`config.mk`:
```
export PLATFORM = sky130hd
export DESIGN_NAME = hazard_scoreboard
export DESIGN_NICKNAME = d
export VERILOG_FILES = /design/src/rtl/hazard_scoreboard.sv
export SDC_FILE = /design/constraint.sdc
export NUM_CORES = 1
export LEC_CHECK = 0
export CORE_MARGIN = 1
export CORE_UTILIZATION = 33
export CTS_CLUSTER_DIAMETER = 80
export DETAILED_ROUTE_END_ITERATION = 6
export SKIP_CTS_REPAIR_TIMING = 1
export SLEW_MARGIN = 20
export SYNTH_ARGS = -nofsm -noshare
export SYNTH_HDL_FRONTEND = slang
export SYNTH_SLANG_ARGS = --single-unit
```
`constraint.sdc`:
```
create_clock -name clk -period 4.82 [get_ports clk]
set_clock_uncertainty 0.2 [all_clocks]
set_input_delay 0.723 -clock clk [delete_from_list [all_inputs] [get_ports clk]]
set_output_delay 0.723 -clock clk [all_outputs]
set_load 0.005 [all_outputs]
```
`src/rtl/hazard_scoreboard.sv`:
```
// Hazard-detection / forwarding scoreboard beside ID: tracks in-flight writes per stage and drives stall + EX operand selects.
// Define HAZARD_FWD_EN to enable forwarding; without it every in-flight match stalls until the producer reaches WB.
module hazard_scoreboard #(
    parameter int DEPTH = 3,
    parameter int REG_W = 5,
    parameter int SEL_W = 2,
    parameter int CNT_W = 16
) (
    input  logic             clk,
    input  logic             rst_n,
    input  logic [REG_W-1:0] Rs_ID,
    input  logic [REG_W-1:0] Rt_ID,
    input  logic             ALU_SRC,
    input  logic             issue_valid,
    input  logic             Wr_ID,
    input  logic [REG_W-1:0] Rw_ID,
    input  logic [SEL_W-1:0] rdy_ID,
    input  logic             flush_EX,
    input  logic             hold,
    output logic             Stall_ID,
    output logic [SEL_W-1:0] OP_A_SEL,
    output logic [SEL_W-1:0] OP_B_SEL,
    output logic [CNT_W-1:0] stall_count
);

    logic             stage_v   [1:DEPTH];
    logic [REG_W-1:0] stage_rw  [1:DEPTH];
    logic [SEL_W-1:0] stage_rdy [1:DEPTH];

    logic [SEL_W-1:0] rdy_clamped;
    logic             a_unrdy;
    logic             b_unrdy;
    logic             issue_write;

    always_comb begin
        if (rdy_ID == '0)
            rdy_clamped = SEL_W'(1);
        else if (int'(rdy_ID) > DEPTH - 1)
            rdy_clamped = SEL_W'(DEPTH - 1);
        else
            rdy_clamped = rdy_ID;
    end

`ifdef HAZARD_FWD_EN
    logic [SEL_W-1:0] a_sel;
    logic [SEL_W-1:0] b_sel;

    // Scan oldest to youngest so the lowest matching stage overwrites older results.
    always_comb begin
        a_unrdy = 1'b0;
        b_unrdy = 1'b0;
        a_sel   = '0;
        b_sel   = '0;
        for (int k = DEPTH - 1; k >= 1; k--) begin
            if (stage_v[k] && stage_rw[k] == Rs_ID && Rs_ID != '0) begin
                a_unrdy = int'(stage_rdy[k]) > k;
                a_sel   = (int'(stage_rdy[k]) > k) ? '0 : SEL_W'(k);
            end
            if (!ALU_SRC && stage_v[k] && stage_rw[k] == Rt_ID && Rt_ID != '0) begin
                b_unrdy = int'(stage_rdy[k]) > k;
                b_sel   = (int'(stage_rdy[k]) > k) ? '0 : SEL_W'(k);
            end
        end
    end

    assign OP_A_SEL = (issue_valid && !Stall_ID) ? a_sel : '0;
    assign OP_B_SEL = (issue_valid && !Stall_ID) ? b_sel : '0;
`else
    always_comb begin
        a_unrdy = 1'b0;
        b_unrdy = 1'b0;
        for (int k = DEPTH - 1; k >= 1; k--) begin
            if (stage_v[k] && stage_rw[k] == Rs_ID && Rs_ID != '0)
                a_unrdy = 1'b1;
            if (!ALU_SRC && stage_v[k] && stage_rw[k] == Rt_ID && Rt_ID != '0)
                b_unrdy = 1'b1;
        end
    end

    assign OP_A_SEL = '0;
    assign OP_B_SEL = '0;
`endif

    assign Stall_ID    = issue_valid & (a_unrdy | b_unrdy);
    assign issue_write = issue_valid & Wr_ID & (Rw_ID != '0) & ~Stall_ID & ~flush_EX;

    // A flushed EX entry must not survive into MEM, and under hold it is killed in place.
    always_ff @(posedge clk or negedge rst_n) begin
        if (!rst_n) begin
            for (int k = 1; k <= DEPTH; k++) begin
                stage_v[k]   <= 1'b0;
                stage_rw[k]  <= '0;
                stage_rdy[k] <= '0;
            end
            stall_count <= '0;
        end else if (!hold) begin
            for (int k = DEPTH; k >= 3; k--) begin
                stage_v[k]   <= stage_v[k-1];
                stage_rw[k]  <= stage_rw[k-1];
                stage_rdy[k] <= stage_rdy[k-1];
            end
            stage_v[2]   <= stage_v[1] & ~flush_EX;
            stage_rw[2]  <= stage_rw[1];
            stage_rdy[2] <= stage_rdy[1];
            stage_v[1]   <= issue_write;
            stage_rw[1]  <= Rw_ID;
            stage_rdy[1] <= rdy_clamped;
            if (Stall_ID && stall_count != '1)
                stall_count <= stall_count + CNT_W'(1);
        end else if (flush_EX) begin
            stage_v[1] <= 1'b0;
        end
    end

endmodule

```
== Word level (Yosys, flattened, before mapping) ==
Index checks and enable logic that the tools add are counted.

* Register bits: 28
* Bits of input ports: 24
* Memory bits (read-only): 0
* Memories: 0
* Memory bits (writable): 0
* Latch bits: 0
* Word-level logic and storage cells: 44

* Shift operators: 0
* Multiply operators: 0
* $add $sub $neg: 1
* Bitwise logic cells: 10
* Multiplexer cells: 6
* Div/mod/pow operators: 0
* Equal/unequal tests: 6
* $lt $le $gt $ge: 0
* Reduce and logical (&&, ||, !) cells: 16

{| class="wikitable"
|+ Operators by type and width
! kind !! number
|-
| 5-bit == test || 4
|-
| 16-bit by 1-bit adder with 16-bit output, second input constant || 1
|-
| 16-bit != test, second input constant || 1
|-
| 5-bit nonzero test || 3
|-
| 1-bit logical AND || 11
|-
| 1-bit AND || 6
|-
| 1-bit 2-to-1 mux || 6
|-
| 1-bit inverter || 3
|-
| 2-bit != test, second input constant || 1
|-
| 2-bit AND reduction || 1
|-
| 1-bit zero test || 1
|-
| 1-bit OR || 1
|}

== Longest topological paths before layout ==
Gate-level depths: netlist of the first run.

* Depth after elaboration: 12
* Gate-level depth with buffers: 7

== Least setup slack after synthesis of the first run ==
OpenSTA, ideal clock, no wires.

* Path type: input -> output
* From: in Rs_ID[4]
* To: out Stall_ID
* Path buffers: 1
* Data arrival time: 1.701 ns
* Slack: 2.196 ns
* Required time: 3.897 ns
* Cell stages on the path: 6
* Cell sequence: xnor2_1 > nand4_1 > o22ai_1 > a22oi_2 > buf_4 > nor2b_1

* Word-level cells in the longest chain between the ends: 7
* Elaborated cells between the ends (all ways): 11
* Those cells by class: 2 x eq/ne; 2 x mux; 2 x bitwise; 5 x reduce/logical

{| class="wikitable"
|+ Ends and longest elaborated chain
! item !! line !! text
|-
| start, declared || 11 || <nowiki>input logic [REG_W-1:0] Rs_ID,</nowiki>
|-
| 5-bit == test || 73 || <nowiki>if (stage_v[k] && stage_rw[k] == Rs_ID && Rs_ID != '0)</nowiki>
|-
| 1-bit logical AND (2 in series) || 73 ||
|-
| 1-bit 2-to-1 mux || 73 ||
|-
| 1-bit 2-to-1 mux (*) || 73 ||
|-
| 1-bit OR (*) || 84 || <nowiki>assign Stall_ID = issue_valid & (a_unrdy | b_unrdy);</nowiki>
|-
| 1-bit AND (*) || 84 ||
|-
| end, declared || 20 || <nowiki>output logic Stall_ID,</nowiki>
|}

Mark *: on every way between the ends. The rest lies on a longest branch, timed or not.

== Worst setup path after layout of the first run ==
* From: in Rs_ID[0]
* To: out Stall_ID

The elaborated chain is that of the path after synthesis.

==> metrics.txt, run 1 <==
outcome=complete, no violations; post-synthesis instance area=between 1500 and 2000 um^2; area occupied by multi-input gates=about 900 um^2; launch point of the worst hold path=stall_count[12]; post-route antenna net violation count=0; CP bufs+invs=2; average instance area after synthesis=11.1 um^2; worst-path cell chain=clkdlybuf4s50_1, xnor2_1, nand4_1, o22ai_1, a22oi_2, nor2b_1, clkdlybuf4s50_1; most used flip-flop cell after synthesis=sky130_fd_sc_hd__dfrtp_1; Die Y-Extent=a little over 70 um; placeable core area=about 4800 um^2; sequential area share after synthesis=0.425; Iter 0 DRT Violations=48; TritonCTS clock tree=done; Final Hold Fails=0; number of register bits inferred by synthesis=28; cell count after synthesis=roughly 150; clock latency reported for the late side of the worst-skew pair=about 0.27 ns; worst path required time=about 3.9 ns; GR Util All Layers=0.141; Rows=25; PnR Total Power=around 0.53 mW; total of fill cells in the finished design=473; Inserted Clock Buffers=3; detail-routed net length per standard cell=13.3 um; x dimension of the die=approximately 73 um; Syn-to-layout area delta=31.1%; Synth warnings=0; Worst IR Drop VDD=~0.00014 V; Synth top area share=0.425; Synth top cells by count=sky130_fd_sc_hd__dfrtp_1 (28), sky130_fd_sc_hd__xnor2_1 (20), sky130_fd_sc_hd__xor2_1 (15), sky130_fd_sc_hd__nand2_1 (12), sky130_fd_sc_hd__mux2_2 (10); count of buffers from port buffering=38; nets@finish=approximately 210; critical path data arrival time=roughly 2.6 ns; final number of setup-violating endpoints=0; layout cells sized above 1=0.182; DR vias=around 1200; maximum clock rate=0.285 GHz; drt pass-1 iters=4; cell types occupying the most area after synthesis=sky130_fd_sc_hd__dfrtp_1 (43%), sky130_fd_sc_hd__xnor2_1 (11%), sky130_fd_sc_hd__xor2_1 (8.0%), sky130_fd_sc_hd__mux2_2 (6.8%), sky130_fd_sc_hd__nor3_2 (5.5%); cell taking the most area after synthesis=sky130_fd_sc_hd__dfrtp_1; Pins Over Slew Limit=0; number of enable flip-flop cells after synthesis=0; overall die area=5280 um^2; overall overflow remaining after global route=0; I/O pin total=45; antenna diode count=0; TNS Setup=0 ns; worst setup path startpoint=Rs_ID[0]; leakage power summed over all cells=around 0.88 nW; H-tree depth reported by CTS=1; Seq. cell area=about 700 um^2; Most Frequent Cell on Critical Path=sky130_fd_sc_hd__clkdlybuf4s50_1; setup repair after global routing missed its margin=no; vias per cell=4.72; vias in the first global route=roughly 1200; async set or reset register ratio after synthesis=1.00; Initial Util=0.347; first-pass GRT wire length=around 5.8 mm; start-to-end type of the worst setup path=in -> out; Slew @ Worst Pin=0.583 ns; worst min-delay path category=reg -> reg; delay of the slowest critical-path stage=0.55 ns; cell with the largest stage delay on the worst path=sky130_fd_sc_hd__clkdlybuf4s50_1; initial antenna violation count=0; post-detailed-routing wire length=around 3.4 mm; Cell variety after synth=36; pin count of the biggest net entering global routing=29; maximum fanout along the worst path=7; number of DRC violations after detailed routing=0; most used standard cell by instance count after synthesis=sky130_fd_sc_hd__dfrtp_1; Root Buffer Master=sky130_fd_sc_hd__clkbuf_8; type of destination of the critical path=primary output; RD Place Congestion=roughly 0.9; gate family responsible for the most delay along the worst path=buffers and inverters; pwr/cell area=roughly 250 nW/um^2; CTS max path bufs=2; FF-to-FF Start=stall_count[10]; clock sinks=28; placed wire-length estimate=about 2.5 mm; max-cap check violation count=0; clock period minus final worst setup slack=3.51 ns; clock transition at the registers of the reported paths=approximately 0.1 ns; Critical Path Source Type=input port; part of the cycle the worst path needs=0.728; Worst slew margin=0.610
## per-stage QoR
step	worst slack [ns]	hold WS, ns	utilization	area [um^2]	instances
floorplan	2.20	0.227	-	1660	151
global placement	0.879	0.275	0.436	2070	249
detailed placement	0.828	0.290	0.436	2070	249
CTS	0.831	0.303	0.451	2150	253
global route	1.19	0.322	0.454	2160	254
finish	1.31	0.303	0.454	2160	254
## final timing paths
kind / slack (ns) / to / cells after the start
min in group asynchronous: 0.62 / stall_count[12] / 2
worst min-delay path: 0.30 / stall_count[12] / 1
worst min register to register: 0.30 / stall_count[12] / 1
worst max register to register: 2.62 / stall_count[1] / 6
worst max-delay path: 1.31 / Stall_ID / 7
max in group asynchronous: 3.53 / stage_rw[11] / 2
## where the power goes
| group | internal (mW) | total, mW | switching (mW) |
|---|---|---|---|
| Clock | 0.111 | 0.186 | 0.0748 |
| Combinational | 0.0498 | 0.0825 | 0.0327 |
| Sequential | 0.247 | 0.263 | 0.0157 |
## layout by cell type, fill, tap and decap left out, types with 3 or more instances in the layout
master                            count
sky130_fd_sc_hd__clkbuf_8             3
sky130_fd_sc_hd__dfrtp_1             28
sky130_fd_sc_hd__nor3_2               9
sky130_fd_sc_hd__clkdlybuf4s50_1     38
sky130_fd_sc_hd__mux2_2              10
sky130_fd_sc_hd__nor2_1               4
sky130_fd_sc_hd__nand2_1             12
sky130_fd_sc_hd__nand4_1              4
sky130_fd_sc_hd__xnor2_1             20
sky130_fd_sc_hd__xor2_1              15
sky130_fd_sc_hd__conb_1               4
sky130_fd_sc_hd__nand3_1              8
## logic make-up after synthesis
| kind of cell | Yosys count | share of synthesized area |
|---|---|---|
| xor gates and xnor gates | 35 | 0.186 |
| and+or+nand+nor | 55 | 0.226 |
| AOI/OAI and AO/OA | 8 | 0.0418 |
| DFF | 28 | 0.425 |
| adders and majority gates | 1 | 0.00759 |
| muxes | 11 | 0.0752 |
| other | 1 | 0.00228 |
| buffers and inverters | 9 | 0.0364 |
## layout make-up
cell class	instances	area share
Multi-Input combinational cell	114	0.416
Tap cell	67	0.0388
Inverter	1	0.00174
Timing Repair Buffer	40	0.186
Clock inverter	1	0.0139
Clock buffer	3	0.0191
Sequential cell	28	0.324
## registers in the layout, indices dropped and copies added (netlist names)
name	cells
stage_v	2
stage_rw	10
stall_count	16
## metal layers
metal | global-route usage | vias to the layer above | routed length, um
li1 | - | 584 | -
met1 | 0.188 | 591 | 1550
met5 | 0 | - | 0
met4 | 0.0392 | 0 | 34
met2 | 0.245 | 21 | 1720
met3 | 0.0138 | 2 | 85
Note: power is estimated with default switching activity, not from simulation.
==> run 2, diff against run 1 <==
==> constraint.sdc (replaced) <==
create_clock -name clk -period 3.02 [get_ports clk]
set_clock_uncertainty 0.2 [all_clocks]
set_input_delay 0.453 -clock clk [delete_from_list [all_inputs] [get_ports clk]]
set_output_delay 0.453 -clock clk [all_outputs]
set_load 0.005 [all_outputs]
==> run 2 against run 1 <==
Net effect: first-iteration DRC count grew 17%; sequential power grew 60%; cell count is the same; via count grew 3.1%; critical path depth is the same; sequential share of layout area grew 0.46 points; cell area shrank 1.4%; clock-buffer cell count is the same; combinational power grew 60%; die area is the same; worst setup slack lost 1.2 ns; critical path type unchanged; largest power group unchanged.
==> metrics.txt, run 2 (same netlist as run 1, synthesis figures left out) <==
outcome=complete, no violations; maximum fanout along the worst path=3; overall overflow remaining after global route=0; final standard cell count with taps included and fillers excluded=254; gate family responsible for the most delay along the worst path=buffers and inverters; type of destination of the critical path=primary output; Initial Util=0.347; hold slack final=0.298 ns; TNS Setup=0 ns; Worst Setup Slack post-DPL=between 0.1 and 0.15 ns; Most Frequent Cell on Critical Path=sky130_fd_sc_hd__clkdlybuf4s50_1; H-tree depth reported by CTS=1; start-to-end type of the worst setup path=in -> out; Iter 0 DRT Violations=56; overall die area=around 5300 um^2; pwr/cell area=roughly 350 nW/um^2; RD Place Congestion=about 0.87; launch point of the worst hold path=stall_count[9]; count of buffers from port buffering=38; leakage power summed over all cells=between 0.8 and 0.9 nW; placed wire-length estimate=2.84 mm; Inst Count DP=between 200 and 300; register bank with the most flops=stall_count; worst-path cell chain=clkdlybuf4s50_1, xnor2_1, nand4_1, o22ai_1, a22oi_2, nor2b_1, clkdlybuf4s50_1; worst setup path startpoint=Rs_ID[0]; clock transition at the registers of the reported paths=about 0.09 ns; I/O pin total=45; Critical Path Source Type=input port; first-pass GRT wire length=between 6 and 7 mm; most frequent standard cell in the layout excluding fill and tap cells=sky130_fd_sc_hd__clkdlybuf4s50_1; post-route antenna net violation count=0; initial antenna violation count=0; CTS max path bufs=2; Placed Instance Area=roughly 2100 um^2; clock latency reported for the late side of the worst-skew pair=0.27 ns; design area=2130 um^2; Final Hold Fails=0; antenna diode count=0; part of the cycle the worst path needs=0.950; Rows=25; max-cap check violation count=0; setup repair after global routing missed its margin=no; TritonCTS clock tree=done; Syn-to-layout area delta=29.3%; worst path required time=between 2 and 2.5 ns; nets@finish=about 210; x dimension of the die=between 70 and 80 um; registers with the most flip-flops=stall_count (16), stage_rw (10), stage_v (2); CP bufs+invs=2; GR Util All Layers=0.152; maximum clock rate=about 0.35 GHz; delay of the slowest critical-path stage=0.54 ns; least setup slack across all paths after layout=0.153 ns; Inserted Clock Buffers=3; FF-to-FF Start=stall_count[7]; clock period minus final worst setup slack=2.87 ns; cell with the largest stage delay on the worst path=sky130_fd_sc_hd__clkdlybuf4s50_1; vias per cell=between 4 and 5; placeable core area=about 4800 um^2; clock sinks=28; drt pass-1 iters=4; pin count of the biggest net entering global routing=29; detail-routed net length per standard cell=roughly 14 um; post-detailed-routing wire length=~3.6 mm; Root Buffer Master=sky130_fd_sc_hd__clkbuf_8; Worst IR Drop VDD=0.000135 V; highest-count cells in the layout ignoring fill and taps=sky130_fd_sc_hd__clkdlybuf4s50_1 (38), sky130_fd_sc_hd__dfrtp_1 (28), sky130_fd_sc_hd__xnor2_1 (20), sky130_fd_sc_hd__xor2_1 (15), sky130_fd_sc_hd__nand2_1 (12); vias in the first global route=1294; final number of setup-violating endpoints=0; Pins Over Slew Limit=0; critical path data arrival time=~2.2 ns; number of DRC violations after detailed routing=0; worst min-delay path category=reg -> reg; slack of the worst reg-to-reg path=just over 0.8 ns; number of flip-flops under the largest register name=16; DR vias=approximately 1200; layout cells sized above 1=0.182; Die Y-Extent=between 70 and 80 um
-- run 2: cell count changes in the layout (fill, tap and decap cells not counted), sizes merged --
| cell | delta |
|---|---|
| buf | +1 |
| bufinv | -1 |
-- run 2: final timing paths --
check | endpoint | cells after the start
max | Stall_ID | 7
min | stall_count[9] | 1
max reg2reg | stall_count[1] | 6
min reg2reg | stall_count[9] | 1
max in group asynchronous | stage_rw[6] | 2
min in group asynchronous | stall_count[4] | 2
-- run 2: final cells by class --
type                       instances  area [um^2]
clock buffer                       3         41.3
fill                             469         2620
inverter                           1         3.75
multi-input combinational        114          898
sequential                        28          701
tap                               67         83.8
timing repair buffer              41          403
-- run 2: metal layers --
metal | share of wire | global-route usage
met1 | 0.44 | 0.183
met2 | 0.52 | 0.274
met3 | 0.025 | 0.0124
met4 | 0.017 | 0.0719
met5 | 0 | 0
-- run 2: worst register-to-register path: cells and delay by family, from the launching register on --
family | cells | cell delay (ns)
compound gates | 1 | 0.37
flops | 1 | 0.45
simple gates | 4 | 0.75
mux | 1 | 0.34
-- run 2: power breakdown --
part	switching, mW	internal (mW)	leakage [nW]
Sequential	0.0281	0.394	0.368
Clock	0.112	0.0896	0.0216
Combinational	0.0520	0.0801	0.478
Total	0.192	0.564	0.867
-- run 2: metrics by stage --
stage,utilization,power (mW)
3_5_place_dp,0.439,0.564
2_1_floorplan,-,0.501
4_1_cts,0.448,0.763
5_1_grt,0.448,0.796
6_report,0.448,0.756
3_3_place_gp,0.439,0.558
==> run 3, diff against run 2 <==
--- a/config.mk
+++ b/config.mk
@@ -5,6 +5,7 @@
 export SDC_FILE = /design/constraint.sdc
 export NUM_CORES = 1
 export LEC_CHECK = 0
+export CORE_ASPECT_RATIO = 1.25
 export CORE_MARGIN = 1
 export CORE_UTILIZATION = 33
 export CTS_CLUSTER_DIAMETER = 80
==> run 3 against run 2 <==
Net effect: first-iteration DRC count decreased by 16%; non-clock buffer count unchanged; critical path type unchanged; largest cell class unchanged; clock-buffer cell count increased by 1; critical path depth unchanged; worst setup slack improved by 0.017 ns; wire length decreased by 9.4%; sequential share of layout area decreased by 0.077 points; combinational power about the same; clock power increased by 12%; utilization about the same; global-route usage decreased by 1.3 points.
==> metrics.txt, run 3 (same netlist as run 1, synthesis figures left out) <==
outcome=complete, no violations; post-detailed-routing wire length=approximately 3.3 mm; maximum fanout along the worst path=3; CTS max path bufs=2; area occupied by multi-input gates=approximately 900 um^2; Pins Over Slew Limit=0; Most Frequent Cell on Critical Path=sky130_fd_sc_hd__clkdlybuf4s50_1; Final Hold Fails=0; CP bufs+invs=2; overall overflow remaining after global route=0; registers with the most flip-flops=stall_count (16), stage_rw (10), stage_v (2); first-pass GRT wire length=around 5.7 mm; post-route antenna net violation count=0; highest-count cells in the layout ignoring fill and taps=sky130_fd_sc_hd__clkdlybuf4s50_1 (38), sky130_fd_sc_hd__dfrtp_1 (28), sky130_fd_sc_hd__xnor2_1 (20), sky130_fd_sc_hd__xor2_1 (15), sky130_fd_sc_hd__nand2_1 (12); register bank with the most flops=stall_count; global-route met1 utilization=0.170; clock transition at the registers of the reported paths=0.09 ns; GR Util All Layers=0.139; slack of the worst reg-to-reg path=between 0.8 and 0.9 ns; r2r endpoint=stall_count[1]; PnR Total Power=about 0.78 mW; type of destination of the critical path=primary output; hold path depth=1; max-cap check violation count=0; global-route met3 utilization=0.0169; worst r2r path cells=6; vias per cell=just under 5; part of the cycle the worst path needs=0.944; start-to-end type of the worst setup path=in -> out; drt pass-1 iters=2; sink of the worst hold path=stall_count[12]; clock sinks=28; leakage power summed over all cells=approximately 0.87 nW; pin count of the biggest net entering global routing=29; cell with the largest stage delay on the worst path=sky130_fd_sc_hd__clkdlybuf4s50_1; Worst IR Drop VDD=0.000157 V; clock period minus final worst setup slack=about 2.9 ns; TritonCTS clock tree=done; Critical Path Source Type=input port; critical path data arrival time=around 2.2 ns; x dimension of the die=65.2 um; overall die area=approximately 5300 um^2; setup repair after global routing missed its margin=no; vias in the first global route=between 1000 and 1500; most frequent standard cell in the layout excluding fill and tap cells=sky130_fd_sc_hd__clkdlybuf4s50_1; number of DRC violations after detailed routing=0; RD Place Congestion=between 0.8 and 0.9; FF-to-FF Start=stall_count[10]; antenna diode count=0; busiest layer in global routing=met2; layout cells sized above 1=0.186; delay of the slowest critical-path stage=between 0.5 and 0.6 ns; TNS Setup=0 ns; Die Y-Extent=81.0 um; Iter 0 DRT Violations=47; I/O pin total=between 40 and 50; final number of setup-violating endpoints=0; worst path required time=2.37 ns; count of buffers from port buffering=38; number of flip-flops under the largest register name=16; Rows=28; design area=2140 um^2; nets@finish=roughly 210; Placed Instance Area=~2100 um^2; worst min-delay path category=reg -> reg; worst-path cell chain=clkdlybuf4s50_1, xnor2_1, nand4_1, o22ai_1, a22oi_2, nor2b_1, clkdlybuf4s50_1; Inserted Clock Buffers=3; maximum clock rate=between 0.3 and 0.4 GHz; detail-routed net length per standard cell=approximately 13 um; Syn-to-layout area delta=29.6%; placeable core area=between 4000 and 5000 um^2; pwr/cell area=approximately 360 nW/um^2; DR vias=around 1200; H-tree depth reported by CTS=1; met2 track utilization from global routing=0.253; Initial Util=0.346; clock latency reported for the late side of the worst-skew pair=0.27 ns; Worst Setup Slack post-DPL=0.154 ns; launch point of the worst hold path=stall_count[12]; placed wire-length estimate=2.64 mm; gate family responsible for the most delay along the worst path=buffers and inverters; Root Buffer Master=sky130_fd_sc_hd__clkbuf_8; initial antenna violation count=0; Seq. cell area=701 um^2; least setup slack across all paths after layout=~0.17 ns; total of fill cells in the finished design=475
[run 3: changes by cell type in the layout (fill, tap and decap cells not counted), sizes merged]
cell | before | now
clkbuf | 3 | 4
[run 3: worst register-to-register path: stages, from the launching register on]
cell                      delay, ns
sky130_fd_sc_hd__dfrtp_1       0.44
sky130_fd_sc_hd__and3_1        0.22
sky130_fd_sc_hd__and3_4        0.18
sky130_fd_sc_hd__and2_4        0.15
sky130_fd_sc_hd__a41o_4        0.36
sky130_fd_sc_hd__nor2_1        0.19
sky130_fd_sc_hd__mux2_1        0.34
[run 3: report_power, final]
part	internal [mW]	total, mW	switching [mW]
sequential	0.394	0.420	0.0258
clock	0.116	0.225	0.108
combinational	0.0801	0.131	0.0511
total	0.591	0.776	0.185
[run 3: layer usage]
layer	wire length [um]	share of wire
met5	0	0
met2	1730	0.53
met4	14	0.0043
met1	1430	0.43
met3	119	0.036
[run 3: per-stage QoR]
stage                     hold WS, ns  cells  utilization
after floorplan               -0.0426    151            -
after global placement          0.270    244        0.437
after detailed placement        0.280    244        0.437
after CTS                       0.295    248        0.448
after global routing            0.308    248        0.448
final                           0.291    248        0.448
[run 3: layout make-up]
| cell class | instances | area share |
|---|---|---|
| Timing Repair Buffer | 41 | 0.189 |
| Inverter | 1 | 0.00176 |
| Clock buffer | 4 | 0.0258 |
| Multi-Input combinational cell | 114 | 0.421 |
| Sequential cell | 28 | 0.328 |
| Tap cell | 60 | 0.0351 |
[run 3: how the worst max path moves through the flow]
stage | from | to | slack [ns] | cells after the start
after floorplan | Rs_ID[4] | Stall_ID | 0.94 | 6
after global placement | Rs_ID[1] | Stall_ID | 0.19 | 7
after detailed placement | Rs_ID[4] | Stall_ID | 0.15 | 7
after CTS | Rs_ID[4] | Stall_ID | 0.15 | 7
after global routing | Rs_ID[4] | Stall_ID | 0.09 | 7
final | Rs_ID[0] | Stall_ID | 0.17 | 7
